[config.mk]
export PLATFORM = sky130hd
export DESIGN_NAME = uart_cfg_cmd_ctrl
export DESIGN_NICKNAME = d
export VERILOG_FILES = /design/src/rtl/uart_cfg_cmd_ctrl.sv
export SDC_FILE = /design/constraint.sdc
export NUM_CORES = 1
export LEC_CHECK = 0
export ABC_CLOCK_PERIOD_IN_PS = 2700
export BUFFER_PORTS_ARGS = -buffer_cell sky130_fd_sc_hd__buf_2
export CAP_MARGIN = 20
export CORE_MARGIN = 2
export CORE_UTILIZATION = 50
export DETAILED_ROUTE_END_ITERATION = 8
export GPL_TIMING_DRIVEN = 1
export PLACE_DENSITY = 0.72
export REMOVE_ABC_BUFFERS = 1
export SYNTH_ARGS = -nofsm -noshare
export SYNTH_HDL_FRONTEND = slang
export SYNTH_SLANG_ARGS = --single-unit
[constraint.sdc]
create_clock -name clk -period 2.7 [get_ports clk]
set_input_delay 0.135 -clock clk [delete_from_list [all_inputs] [get_ports clk]]
set_output_delay 0.135 -clock clk [all_outputs]
set_load 0.05 [all_outputs]
[src/rtl/uart_cfg_cmd_ctrl.sv]
// uart_cfg_cmd_ctrl
// Frames bytes from the UART receiver into 5-byte configuration packets
// (SYNC, ADDR, DHI, DLO, CSUM). It verifies the XOR checksum and issues each
// good packet as a single valid/ready register write.
// Optional build macro: UART_CFG_TIMEOUT_EN. When defined, a partial packet is
// aborted after TIMEOUT_CLKS idle clocks between bytes.
module uart_cfg_cmd_ctrl #(
  parameter logic [7:0] SYNC_BYTE    = 8'hA5,
  parameter int         TIMEOUT_CLKS = 34720
) (
  input  logic        clk,
  input  logic        rst,
  input  logic        rx_dv,
  input  logic [7:0]  rx_byte,
  output logic        cfg_valid,
  input  logic        cfg_ready,
  output logic [7:0]  cfg_addr,
  output logic [15:0] cfg_data,
  output logic        pkt_ok,
  output logic        pkt_err,
  output logic [7:0]  err_count,
  output logic        busy
);

  typedef enum logic [2:0] {
    IDLE,
    GET_ADDR,
    GET_DHI,
    GET_DLO,
    GET_CSUM,
    ISSUE
  } state_t;

  state_t      state, state_next;
  logic [7:0]  addr_sh, addr_sh_next;
  logic [7:0]  dhi_sh, dhi_sh_next;
  logic [7:0]  dlo_sh, dlo_sh_next;
  logic [7:0]  xor_acc, xor_acc_next;
  logic        cfg_valid_next;
  logic [7:0]  cfg_addr_next;
  logic [15:0] cfg_data_next;
  logic        pkt_ok_next;
  logic        pkt_err_next;
  logic        timeout_hit;

`ifdef UART_CFG_TIMEOUT_EN
  localparam int TW = $clog2(TIMEOUT_CLKS + 1);

  logic [TW-1:0] tmo_cnt;
  logic          in_get;

  assign in_get = (state == GET_ADDR) || (state == GET_DHI) ||
                  (state == GET_DLO)  || (state == GET_CSUM);

  // An arriving byte always wins over an expiring timeout.
  assign timeout_hit = in_get && !rx_dv && (tmo_cnt == TW'(TIMEOUT_CLKS));

  // Inter-byte idle counter; it only runs while a packet is partly received.
  always_ff @(posedge clk) begin
    if (rst || rx_dv || !in_get || timeout_hit) begin
      tmo_cnt <= '0;
    end else begin
      tmo_cnt <= tmo_cnt + TW'(1);
    end
  end
`else
  // The timeout length is irrelevant when the abort logic is compiled out.
  logic tmo_len_unused;
  assign tmo_len_unused = (TIMEOUT_CLKS > 0);
  assign timeout_hit    = 1'b0;
`endif

  assign busy = (state != IDLE);

  // Next-state and next-output logic for the packet framer.
  always_comb begin
    state_next     = state;
    addr_sh_next   = addr_sh;
    dhi_sh_next    = dhi_sh;
    dlo_sh_next    = dlo_sh;
    xor_acc_next   = xor_acc;
    cfg_valid_next = cfg_valid;
    cfg_addr_next  = cfg_addr;
    cfg_data_next  = cfg_data;
    pkt_ok_next    = 1'b0;
    pkt_err_next   = 1'b0;

    case (state)
      IDLE: begin
        if (rx_dv && (rx_byte == SYNC_BYTE)) begin
          xor_acc_next = 8'h00;
          state_next   = GET_ADDR;
        end
      end
      GET_ADDR: begin
        if (rx_dv) begin
          addr_sh_next = rx_byte;
          xor_acc_next = xor_acc ^ rx_byte;
          state_next   = GET_DHI;
        end
      end
      GET_DHI: begin
        if (rx_dv) begin
          dhi_sh_next  = rx_byte;
          xor_acc_next = xor_acc ^ rx_byte;
          state_next   = GET_DLO;
        end
      end
      GET_DLO: begin
        if (rx_dv) begin
          dlo_sh_next  = rx_byte;
          xor_acc_next = xor_acc ^ rx_byte;
          state_next   = GET_CSUM;
        end
      end
      GET_CSUM: begin
        if (rx_dv) begin
          if (rx_byte == xor_acc) begin
            cfg_addr_next  = addr_sh;
            cfg_data_next  = {dhi_sh, dlo_sh};
            cfg_valid_next = 1'b1;
            pkt_ok_next    = 1'b1;
            state_next     = ISSUE;
          end else begin
            pkt_err_next = 1'b1;
            state_next   = IDLE;
          end
        end
      end
      ISSUE: begin
        // Bytes arriving while a write is pending are overruns; they are
        // dropped without disturbing the pending write.
        if (rx_dv) begin
          pkt_err_next = 1'b1;
        end
        if (cfg_ready) begin
          cfg_valid_next = 1'b0;
          state_next     = IDLE;
        end
      end
      default: begin
        state_next = IDLE;
      end
    endcase

    if (timeout_hit) begin
      pkt_err_next = 1'b1;
      state_next   = IDLE;
    end
  end

  // State, shadow registers, bus outputs, status pulses and error counter.
  always_ff @(posedge clk) begin
    if (rst) begin
      state     <= IDLE;
      addr_sh   <= 8'h00;
      dhi_sh    <= 8'h00;
      dlo_sh    <= 8'h00;
      xor_acc   <= 8'h00;
      cfg_valid <= 1'b0;
      cfg_addr  <= 8'h00;
      cfg_data  <= 16'h0000;
      pkt_ok    <= 1'b0;
      pkt_err   <= 1'b0;
      err_count <= 8'h00;
    end else begin
      state     <= state_next;
      addr_sh   <= addr_sh_next;
      dhi_sh    <= dhi_sh_next;
      dlo_sh    <= dlo_sh_next;
      xor_acc   <= xor_acc_next;
      cfg_valid <= cfg_valid_next;
      cfg_addr  <= cfg_addr_next;
      cfg_data  <= cfg_data_next;
      pkt_ok    <= pkt_ok_next;
      pkt_err   <= pkt_err_next;
      if (pkt_err_next && (err_count != 8'hFF)) begin
        err_count <= err_count + 8'd1;
      end
    end
  end

endmodule
==> qor.txt, run 1 <==
share of the yosys chip area belonging to registers - 47.2%
drt first-iter violations - 90
stage delay of the slowest cell on the critical path - 0.70 ns
overall fraction of global-route tracks in use - 19.2%
number of buffers added by the clock tree synthesis step - 9
WS Path Type - reg -> reg
final critical path time including I/O delays and setup - 2.07 ns
reported max-cap violation count - 0
Critical Path End Type - register
die outline height - 81.1 um
total wire length after detailed routing - 5930 um
number of gates resized after CTS - 0
Placed Cells - 431
overall via count from detail_route - 2,323
EDFF count, synth - 0
worst-case headroom to the max-slew limit - 46.5%
status - complete, no violations
most crowded layer after global routing - met2
HP Class - in -> reg
Vias per Instance - 5.21
slew at the pin closest to its max-slew limit - 0.796 ns
Core Util, Final - 59.6%
distinct cell type count of the synthesized netlist - 51
largest net degree at the start of global routing - 39
overall power - 2.12 mW
worst-skew pair later-pin latency - 0.34 ns
slowest library cell on the worst path - sky130_fd_sc_hd__dfxtp_1
residual overflow from global routing - 0
Final TNS setup - 0 ns
average footprint of a synthesized cell - 9.22 um^2
crit start category - register
PD cells - 613 nW/um^2
Die X - 81.1 um
crit share post-route - 76.6%
Top Ports - 48
area of the die - 6570 um^2
post-layout worst setup margin - 0.632 ns
clock skew - 0.0104 ns
nets@finish - 380
number of clock sinks - 70
maximum vdd drop - 0.000425 V
quantity of hold-fixing buffers added after cts - 0
Cell Count, Final, Fillers Out - 446
maximum clock frequency - 483 MHz
worst path required time - 2.93 ns
met2 usage in global routing - 30.2%
clock-pin slew reported for the worst setup and hold paths after clock tree synthesis - 0.07 ns
CTS H-tree depth - 3
YS warnings - 0
async set or reset register ratio after synthesis - 0%
clock tree root driver cell - sky130_fd_sc_hd__clkbuf_8
leading register cell type out of synthesis - sky130_fd_sc_hd__dfxtp_1
ratio of cells with drive above 1 in the final layout - 21.0%
WL per Instance - 13.3 um
Final ANT Viol Nets - 0
Area growth syn-to-layout - 16.7%
n_diodes - 0
number of global-route vias before repair - 2,116
Post-Synthesis Cell Area - 2970 um^2
worst path cell trace - nand3b_1 -> a31oi_1 -> o31a_1 -> nand4_1 -> mux2_1
placed wire-length estimate - 4070 um
maximum root-to-sink buffer count - 2
global-route met1 utilization - 25.0%
crit path DAT - 2.30 ns
Initial Util - 51.1%
Place WS - 0.671 ns
detailed-router iteration count before antenna repair - 4
wire length of the first global-routing pass - 9690 um
weighted congestion at the end of routability-driven global placement - 0.782
Post CTS Setup Buffer Count - 0
antenna violations before repair - 0
Std-Cell Rows - 28
instance count of the mapped netlist - 322
worst-path maximum fanout - 17
core region area - 5820 um^2
unrepaired setup endpoints after global routing - no
count of input and output buffers - 47
GRT met3 Usage - 4.33%
DRC Markers - 0
hold violation total from the final report - 0
Final Max Slew Viols - 0
final setup violation count - 0
standby leakage power - 1.53 nW
clock tree from TritonCTS - done
Yosys reg bits - 70
metrics by stage:
stage	hold WS (ns)	instance area, um^2
6_report	0.0197	3470
5_1_grt	0.0447	3470
4_1_cts	0.00988	3470
3_5_place_dp	0.368	3220
3_3_place_gp	0.370	3220
2_1_floorplan	0.197	2860
placed cells by master, fill, tap and decap left out, types with 2 or more instances in the layout:
master	instances
sky130_fd_sc_hd__dfxtp_1	70
sky130_fd_sc_hd__nor2_1	51
sky130_fd_sc_hd__buf_2	47
sky130_fd_sc_hd__nand2_1	34
sky130_fd_sc_hd__mux2i_1	33
sky130_fd_sc_hd__a21oi_1	19
sky130_fd_sc_hd__o21ai_0	14
sky130_fd_sc_hd__or2b_1	10
sky130_fd_sc_hd__clkbuf_8	10
sky130_fd_sc_hd__nand3b_1	8
sky130_fd_sc_hd__nand2b_1	5
sky130_fd_sc_hd__nand3_1	4
sky130_fd_sc_hd__nor3_1	4
sky130_fd_sc_hd__buf_4	4
sky130_fd_sc_hd__inv_1	3
sky130_fd_sc_hd__nand4_1	3
sky130_fd_sc_hd__xnor2_1	3
sky130_fd_sc_hd__and3_1	3
sky130_fd_sc_hd__a211oi_1	3
sky130_fd_sc_hd__nor2b_1	3
sky130_fd_sc_hd__bufinv_16	3
sky130_fd_sc_hd__nor4_2	2
sky130_fd_sc_hd__nor3b_1	2
sky130_fd_sc_hd__or2_1	2
sky130_fd_sc_hd__a31o_2	2
sky130_fd_sc_hd__a31oi_1	2
sky130_fd_sc_hd__mux2_1	2
flip-flops by register name, summed over array words and instances, names as in the netlist, 3 cells and up:
signal	count
dhi_sh	8
xor_acc	8
err_count	8
dlo_sh	8
cfg_addr	8
addr_sh	8
cfg_data	16
state	3
cell families (layout without fill, tap and decap cells):
family                   count (synthesis)  after routing  synth area share (%)
AND/OR/NAND/NOR                        138            138                  24.0
flip-flops                              70             70                  47.2
AO/OA/AOI/OAI                           52             52                  10.9
multiplexers                            36             36                  12.3
buffers and inverters                   21             70                  4.09
XOR/XNOR                                 4              4                  1.18
adder cells (fa/ha/maj)                  1              1                 0.421
synthesized netlist by cell type, types with 2 or more instances:
cell type	instances	area, um^2
sky130_fd_sc_hd__or2_1	2	12.5
sky130_fd_sc_hd__nor3_1	4	20.0
sky130_fd_sc_hd__xnor2_1	3	26.3
sky130_fd_sc_hd__nor2b_1	3	18.8
sky130_fd_sc_hd__a31o_2	2	17.5
sky130_fd_sc_hd__and3_1	3	18.8
sky130_fd_sc_hd__nor3b_1	2	15.0
sky130_fd_sc_hd__a211oi_1	3	22.5
sky130_fd_sc_hd__a21oi_1	19	95.1
sky130_fd_sc_hd__clkbuf_8	2	27.5
sky130_fd_sc_hd__o21ai_0	14	70.1
sky130_fd_sc_hd__nand3_1	4	20.0
sky130_fd_sc_hd__nand2b_1	5	31.3
sky130_fd_sc_hd__mux2i_1	33	330
sky130_fd_sc_hd__buf_4	3	22.5
sky130_fd_sc_hd__inv_1	3	11.3
sky130_fd_sc_hd__nand2_1	34	128
sky130_fd_sc_hd__nor2_1	51	191
sky130_fd_sc_hd__clkbuf_1	8	30.0
sky130_fd_sc_hd__a31oi_1	2	12.5
sky130_fd_sc_hd__mux2_1	2	22.5
sky130_fd_sc_hd__or2b_1	10	75.1
sky130_fd_sc_hd__dfxtp_1	70	1400
sky130_fd_sc_hd__nor4_2	2	25.0
sky130_fd_sc_hd__nand3b_1	8	60.1
sky130_fd_sc_hd__buf_2	3	15.0
sky130_fd_sc_hd__nand4_1	3	18.8
where the power goes:
| group | leakage (nW) | total (mW) | switching [mW] | internal, mW |
|---|---|---|---|---|
| logic | 0.852 | 0.0593 | 0.0416 | 0.0177 |
| clock network | 0.119 | 1.03 | 0.395 | 0.637 |
| registers | 0.563 | 1.03 | 0.000264 | 1.03 |
| total | 1.53 | 2.12 | 0.437 | 1.69 |
worst max-delay path, delay by kind of cell, from the launching register on:
kind,cells,cell delay (ns)
AND/OR/NAND/NOR,2,0.38
AO/OA/AOI/OAI,2,0.58
flip-flops,1,0.70
multiplexers,1,0.32
cell type report:
type,instances,area [um^2]
Clock buffer,10,138
Clock inverter,5,106
Fill cell,524,2350
Inverter,4,15.0
Multi-Input combinational cell,231,1450
Sequential cell,70,1400
Tap cell,75,93.8
Timing Repair Buffer,51,265
metal layers:
metal  vias up  share of wire (%)
met4         0                1.8
met1      1062                 47
li1       1198                  -
met2        53                 46
met5         -                  0
met3        10                5.0
worst paths after layout:
path / from / to / slack [ns] / cells after the start
worst max-delay path: state[2] / err_count[7] / 0.63 / 5
worst min-delay path: cfg_ready / cfg_valid / 0.02 / 2
worst max register to register: state[2] / err_count[7] / 0.63 / 5
worst min register to register: dlo_sh[5] / dlo_sh[5] / 0.45 / 2
No activity file was read; power rests on OpenSTA's default activity.
==> run 2, diff against run 1 <==
Settings changed: ABC_CLOCK_PERIOD_IN_PS 2700 to 2100.
Clock period 2.7 ns to 2.1 ns, I/O delays scaled along.
==> run 2 against run 1 <==
Compared with the run above:
- wire length grew 3.7%
- global-route usage grew 0.74 points
- total power grew 25%
- sequential power grew 29%
- largest power group unchanged
==> qor.txt, run 2 (synthesis gave the netlist of run 1 again) <==
Final TNS setup - 0 ns (unchanged)
Vias per Instance - 5.24 (+0.51%)
worst-skew pair later-pin latency - 0.35 ns (about the same)
worst-case headroom to the max-slew limit - 61.3% (+15 points)
ratio of cells with drive above 1 in the final layout - 22.6% (+1.6 points)
maximum vdd drop - 0.000563 V (+32%)
maximum clock frequency - 527 MHz (+9.0%)
slowest library cell on the worst path - sky130_fd_sc_hd__o31a_1
Critical Path End Type - register
Placed Cells - 438 (+1.6%)
Biggest register - cfg_data
wire length of the first global-routing pass - 9930 um (+2.4%)
overall fraction of global-route tracks in use - 19.9% (+0.74 points)
antenna violations before repair - 0 (unchanged)
Final Max Slew Viols - 0 (unchanged)
area of the die - 6570 um^2 (unchanged)
total wire length after detailed routing - 6150 um (+3.7%)
clock tree root driver cell - sky130_fd_sc_hd__clkbuf_8
leading cell types in the layout, fill and taps excluded - sky130_fd_sc_hd__dfxtp_1 (70), sky130_fd_sc_hd__nor2_1 (51), sky130_fd_sc_hd__buf_2 (47)
nets@finish - 388 (+2.1%)
weighted congestion at the end of routability-driven global placement - 0.766 (-2.1%)
unrepaired setup endpoints after global routing - no
maximum root-to-sink buffer count - 2 (unchanged)
number of buffers added by the clock tree synthesis step - 9 (unchanged)
n_diodes - 0 (unchanged)
final critical path time including I/O delays and setup - 1.90 ns (-0.171 ns)
largest net degree at the start of global routing - 41 (+5.1%)
die outline height - 81.1 um (unchanged)
PD cells - 750 nW/um^2 (+22%)
stage delay of the slowest cell on the critical path - 0.37 ns (-0.33 ns)
most crowded layer after global routing - met2
WL per Instance - 13.5 um (+1.6%)
detailed-router iteration count before antenna repair - 4 (unchanged)
count of input and output buffers - 47 (unchanged)
status - complete, no violations
clock-pin slew reported for the worst setup and hold paths after clock tree synthesis - 0.08 ns (about the same)
Area growth syn-to-layout - 18.7%
crit start category - register
CTS H-tree depth - 3 (unchanged)
Die X - 81.1 um (unchanged)
overall power - 2.65 mW (+25%)
number of global-route vias before repair - 2,167 (+2.4%)
residual overflow from global routing - 0 (unchanged)
Largest register FFs - 16 (unchanged)
standby leakage power - 1.57 nW (+2.5%)
HP Class - in -> reg
core region area - 5820 um^2 (unchanged)
drt first-iter violations - 113 (+26%)
Std-Cell Rows - 28 (unchanged)
Initial Util - 51.1% (unchanged)
placed wire-length estimate - 4170 um (+2.3%)
crit share post-route - 90.4% (+14 points)
global-route met1 utilization - 25.3% (+0.23 points)
reported max-cap violation count - 0 (unchanged)
final setup violation count - 0 (unchanged)
worst path required time - 2.34 ns (-0.59 ns)
Cell Count, Final, Fillers Out - 455 (+2.0%)
Final ANT Viol Nets - 0 (unchanged)
met2 usage in global routing - 32.5% (+2.2 points)
most common cell after layout, fill and taps aside - sky130_fd_sc_hd__dfxtp_1
slew at the pin closest to its max-slew limit - 0.581 ns (-0.215 ns)
DRC Markers - 0 (unchanged)
worst-path maximum fanout - 8 (-9)
number of gates resized after CTS - 0 (unchanged)
clock tree from TritonCTS - done
hold violation total from the final report - 0 (unchanged)
worst path cell trace - ha_1 -> and3_1 -> a31oi_1 -> o31a_1 -> nand4_1 -> mux2_1
number of clock sinks - 70 (unchanged)
WS Path Type - reg -> reg
GRT met3 Usage - 4.78% (+0.44 points)
clock skew - 0.00879 ns (-0.00163 ns)
Top Ports - 48 (unchanged)
crit path DAT - 2.14 ns (-0.16 ns)
overall via count from detail_route - 2,382 (+2.5%)
-- run 2: worst max-delay path: cells and delay by family (launching register included) --
family	cells	cell delay, ns
muxes	1	0.32
DFF	1	0.34
and+or+nand+nor	2	0.35
adders and majority gates	1	0.25
AOI/OAI and AO/OA	2	0.54
-- run 2: timing repair --
| action | 4_1_cts | 5_1_grt |
|---|---|---|
| setup endpoints to repair | 0 | 0 |
| buffers inserted | 0 | 0 |
| hold endpoints to repair | 1 | 0 |
| hold buffers | 1 | 0 |
-- run 2: layout make-up --
type / instances / area, um^2
fillers: 544 / 2290
multi-input cells: 231 / 1450
flip-flops and latches: 70 / 1400
repair buffers: 59 / 340
clock buffers: 9 / 124
clock inverters: 7 / 105
well taps: 75 / 93.8
inverters: 4 / 15.0
-- run 2: layer usage --
metal / vias to the layer above / wire length (um)
met2: 44 / 2930
met5: - / 0
met1: 1115 / 2880
met3: 10 / 230
li1: 1213 / -
met4: 0 / 106
-- run 2: power by group --
part	internal, mW	switching, mW
Clock	0.687	0.551
Combinational	0.0267	0.0552
Sequential	1.33	0.000344
-- run 2: metrics by stage --
stage	setup WS (ns)	area, um^2	util (%)	hold slack [ns]
floorplan	0.0951	2860	-	0.167
global placement	0.293	3290	56.5	0.340
detailed placement	0.226	3290	56.5	0.337
CTS	0.206	3530	60.6	0.0478
global route	0.0631	3530	60.6	0.0553
finish	0.203	3530	60.6	0.0560
-- run 2: worst paths after layout --
check | from | depth (start not counted) | slack [ns] | to
hold / removal | rx_byte[0] | 3 | 0.06 | dlo_sh[0]
setup reg to reg | err_count[0] | 6 | 0.20 | err_count[7]
setup / recovery | err_count[0] | 6 | 0.20 | err_count[7]
hold reg to reg | dlo_sh[5] | 2 | 0.45 | dlo_sh[5]
==> run 3, diff against run 2 <==
Settings changed: CORE_ASPECT_RATIO set to 1.4.
==> run 3 against run 2 <==
Compared with the run above:
- maximum frequency increased by 7.6%
- wire length down 2.1%
- clock skew shrank 0.0028 ns
- final area fell by 1.8%
- combinational power up 1%
- largest cell class unchanged
==> qor.txt, run 3 (synthesis gave the netlist of run 1 again) <==
status - complete, no violations
Area after DPL - 3280 um^2 (-0.27%)
hold violation total from the final report - 0 (unchanged)
Largest register FFs - 16 (unchanged)
final setup violation count - 0 (unchanged)
Power Internal - 1.78 mW (-13%)
number of global-route vias before repair - 2,198 (+1.4%)
Register-to-Register Setup Slack - 0.34 ns (+0.13 ns)
Area growth syn-to-layout - 16.6%
Critical Path End Type - register
Placed Cells - 431 (-1.6%)
overall via count from detail_route - 2,364 (-0.76%)
power spent charging and discharging nets - 581 uW (-4.2%)
Top Ports - 48 (unchanged)
slew at the pin closest to its max-slew limit - 0.600 ns (+0.0191 ns)
Die X - 69.1 um (-15%)
Initial Util - 51.4% (+0.31 points)
count of input and output buffers - 47 (unchanged)
ratio of cells with drive above 1 in the final layout - 22.2% (-0.41 points)
number of buffers added by the clock tree synthesis step - 9 (unchanged)
weighted congestion at the end of routability-driven global placement - 0.812 (+6.1%)
switch share - 24.6% (+1.7 points)
DRC Markers - 0 (unchanged)
maximum root-to-sink buffer count - 2 (unchanged)
Sequential Power Share - 56.2% (+6.1 points)
total wire length after detailed routing - 6020 um (-2.1%)
WS Path Type - reg -> reg
share of total power in the clock network - 40.3% (-6.5 points)
antenna violations before repair - 0 (unchanged)
Final ANT Viol Nets - 0 (unchanged)
smallest hold slack - 0.0544 ns (-0.00161 ns)
wire length of the first global-routing pass - 10,300 um (+3.5%)
leading cell types in the layout, fill and taps excluded - sky130_fd_sc_hd__dfxtp_1 (70), sky130_fd_sc_hd__nor2_1 (51), sky130_fd_sc_hd__buf_2 (47)
combinational power share - 3.5% (+0.4 points)
die outline height - 95.2 um (+17%)
worst-path maximum fanout - 5 (-3)
clock-pin slew reported for the worst setup and hold paths after clock tree synthesis - 0.08 ns (about the same)
residual overflow from global routing - 0 (unchanged)
area of the die - 6580 um^2 (+0.13%)
drt first-iter violations - 148 (+31%)
clock skew - 0.00595 ns (-0.00284 ns)
overall power - 2.36 mW (-11%)
final critical path time including I/O delays and setup - 1.76 ns (-0.134 ns)
final design area excluding fillers - 3460 um^2 (-1.8%)
WL per Instance - 13.4 um (-0.58%)
nets@finish - 386 (-0.52%)
Final Max Slew Viols - 0 (unchanged)
worst path cell trace - or2b_1 -> o2111ai_1 -> or2_1 -> o31a_1 -> buf_4 -> a21bo_1 -> a21oi_2
worst-skew pair later-pin latency - 0.34 ns (about the same)
Met2 Wirelength - 3000 um (+2.3%)
worst path required time - 2.37 ns (+0.03 ns)
core region area - 5780 um^2 (-0.60%)
Vias per Instance - 5.28 (+0.80%)
overall fraction of global-route tracks in use - 20.0% (+0.058 points)
clock tree root driver cell - sky130_fd_sc_hd__clkbuf_8
maximum vdd drop - 0.000427 V (-24%)
Std-Cell Rows - 33 (+18%)
crit share post-route - 84.0% (-6.4 points)
top layer used by detailed routing - met4
CTS H-tree depth - 3 (unchanged)
Cell Count, Final, Fillers Out - 448 (-1.5%)
most common cell after layout, fill and taps aside - sky130_fd_sc_hd__dfxtp_1
reported max-cap violation count - 0 (unchanged)
worst-case headroom to the max-slew limit - 60.0% (-1.3 points)
standby leakage power - 1.54 nW (-2.1%)
PD cells - 682 nW/um^2 (-9.1%)
detailed-router iteration count before antenna repair - 4 (unchanged)
maximum clock frequency - 567 MHz (+7.6%)
total met3 wirelength after detailed routing - 228 um (-0.87%)
slowest library cell on the worst path - sky130_fd_sc_hd__dfxtp_1
placed wire-length estimate - 4150 um (-0.38%)
stage delay of the slowest cell on the critical path - 0.32 ns (-0.05 ns)
number of clock sinks - 70 (unchanged)
crit start category - register
HP Class - in -> reg
unrepaired setup endpoints after global routing - no
Final TNS setup - 0 ns (unchanged)
n_diodes - 0 (unchanged)
Biggest register - cfg_data
largest net degree at the start of global routing - 34 (-17%)
crit path DAT - 2.04 ns (-0.10 ns)
M1 WL - 2690 um (-6.7%)
clock tree from TritonCTS - done
-- run 3: cell types whose count changed in the layout (fill, tap and decap cells not counted) --
cell	change
sky130_fd_sc_hd__clkinv_2	+2
sky130_fd_sc_hd__buf_4	-3
sky130_fd_sc_hd__inv_8	-1
sky130_fd_sc_hd__clkinvlp_4	+2
sky130_fd_sc_hd__inv_6	-1
sky130_fd_sc_hd__bufinv_16	-2
sky130_fd_sc_hd__buf_12	+1
-- run 3: area by class of cell --
class,instances,area [um^2]
tap,70,87.6
multi-input combinational,231,1450
fill,551,2320
sequential,70,1400
clock inverter,7,50.0
clock buffer,9,124
timing repair buffer,57,338
inverter,4,15.0
-- run 3: power groups by stage --
stage / sequential [mW] / combinational [mW] / clock, mW
6_report: 1.33 / 0.0829 / 0.953
5_1_grt: 1.33 / 0.0912 / 1.05
4_1_cts: 1.33 / 0.0834 / 0.977
3_5_place_dp: 1.36 / 0.0821 / 0
3_3_place_gp: 1.36 / 0.0814 / 0
2_1_floorplan: 1.36 / 0.0232 / 0
-- run 3: what timing repair did --
action / 4_1_cts / 5_1_grt
hold buffers: 1 / 0
resized for setup: 0 / 0
hold endpoints to repair: 1 / 0
setup buffers: 0 / 0
-- run 3: layer usage --
layer	GRT usage, %	vias to the layer above
li1	-	1215
met1	23.9	1097
met2	33.4	45
met3	5.39	7
met4	9.31	0
met5	0	-
-- run 3: through the flow --
| step | util, % | worst slack, ns |
|---|---|---|
| 5_1_grt | 59.9 | 0.180 |
| 3_3_place_gp | 56.7 | 0.373 |
| 4_1_cts | 59.9 | 0.317 |
| 2_1_floorplan | - | 0.0951 |
| 3_5_place_dp | 56.7 | 0.351 |
| 6_report | 59.9 | 0.336 |
-- run 3: worst max-delay path: cells and delay by family, from the launching register on --
kind	cells	cell delay (ns)
AO/OA/AOI/OAI	4	0.78
buffers and inverters	1	0.17
flip-flops	1	0.32
AND/OR/NAND/NOR	2	0.42
-- run 3: final timing paths --
| kind | from | to | cells after the start |
|---|---|---|---|
| max reg2reg | xor_acc[6] | err_count[2] | 7 |
| min reg2reg | addr_sh[0] | addr_sh[0] | 2 |
| min | rx_byte[5] | dlo_sh[5] | 3 |
| max | xor_acc[6] | err_count[2] | 7 |
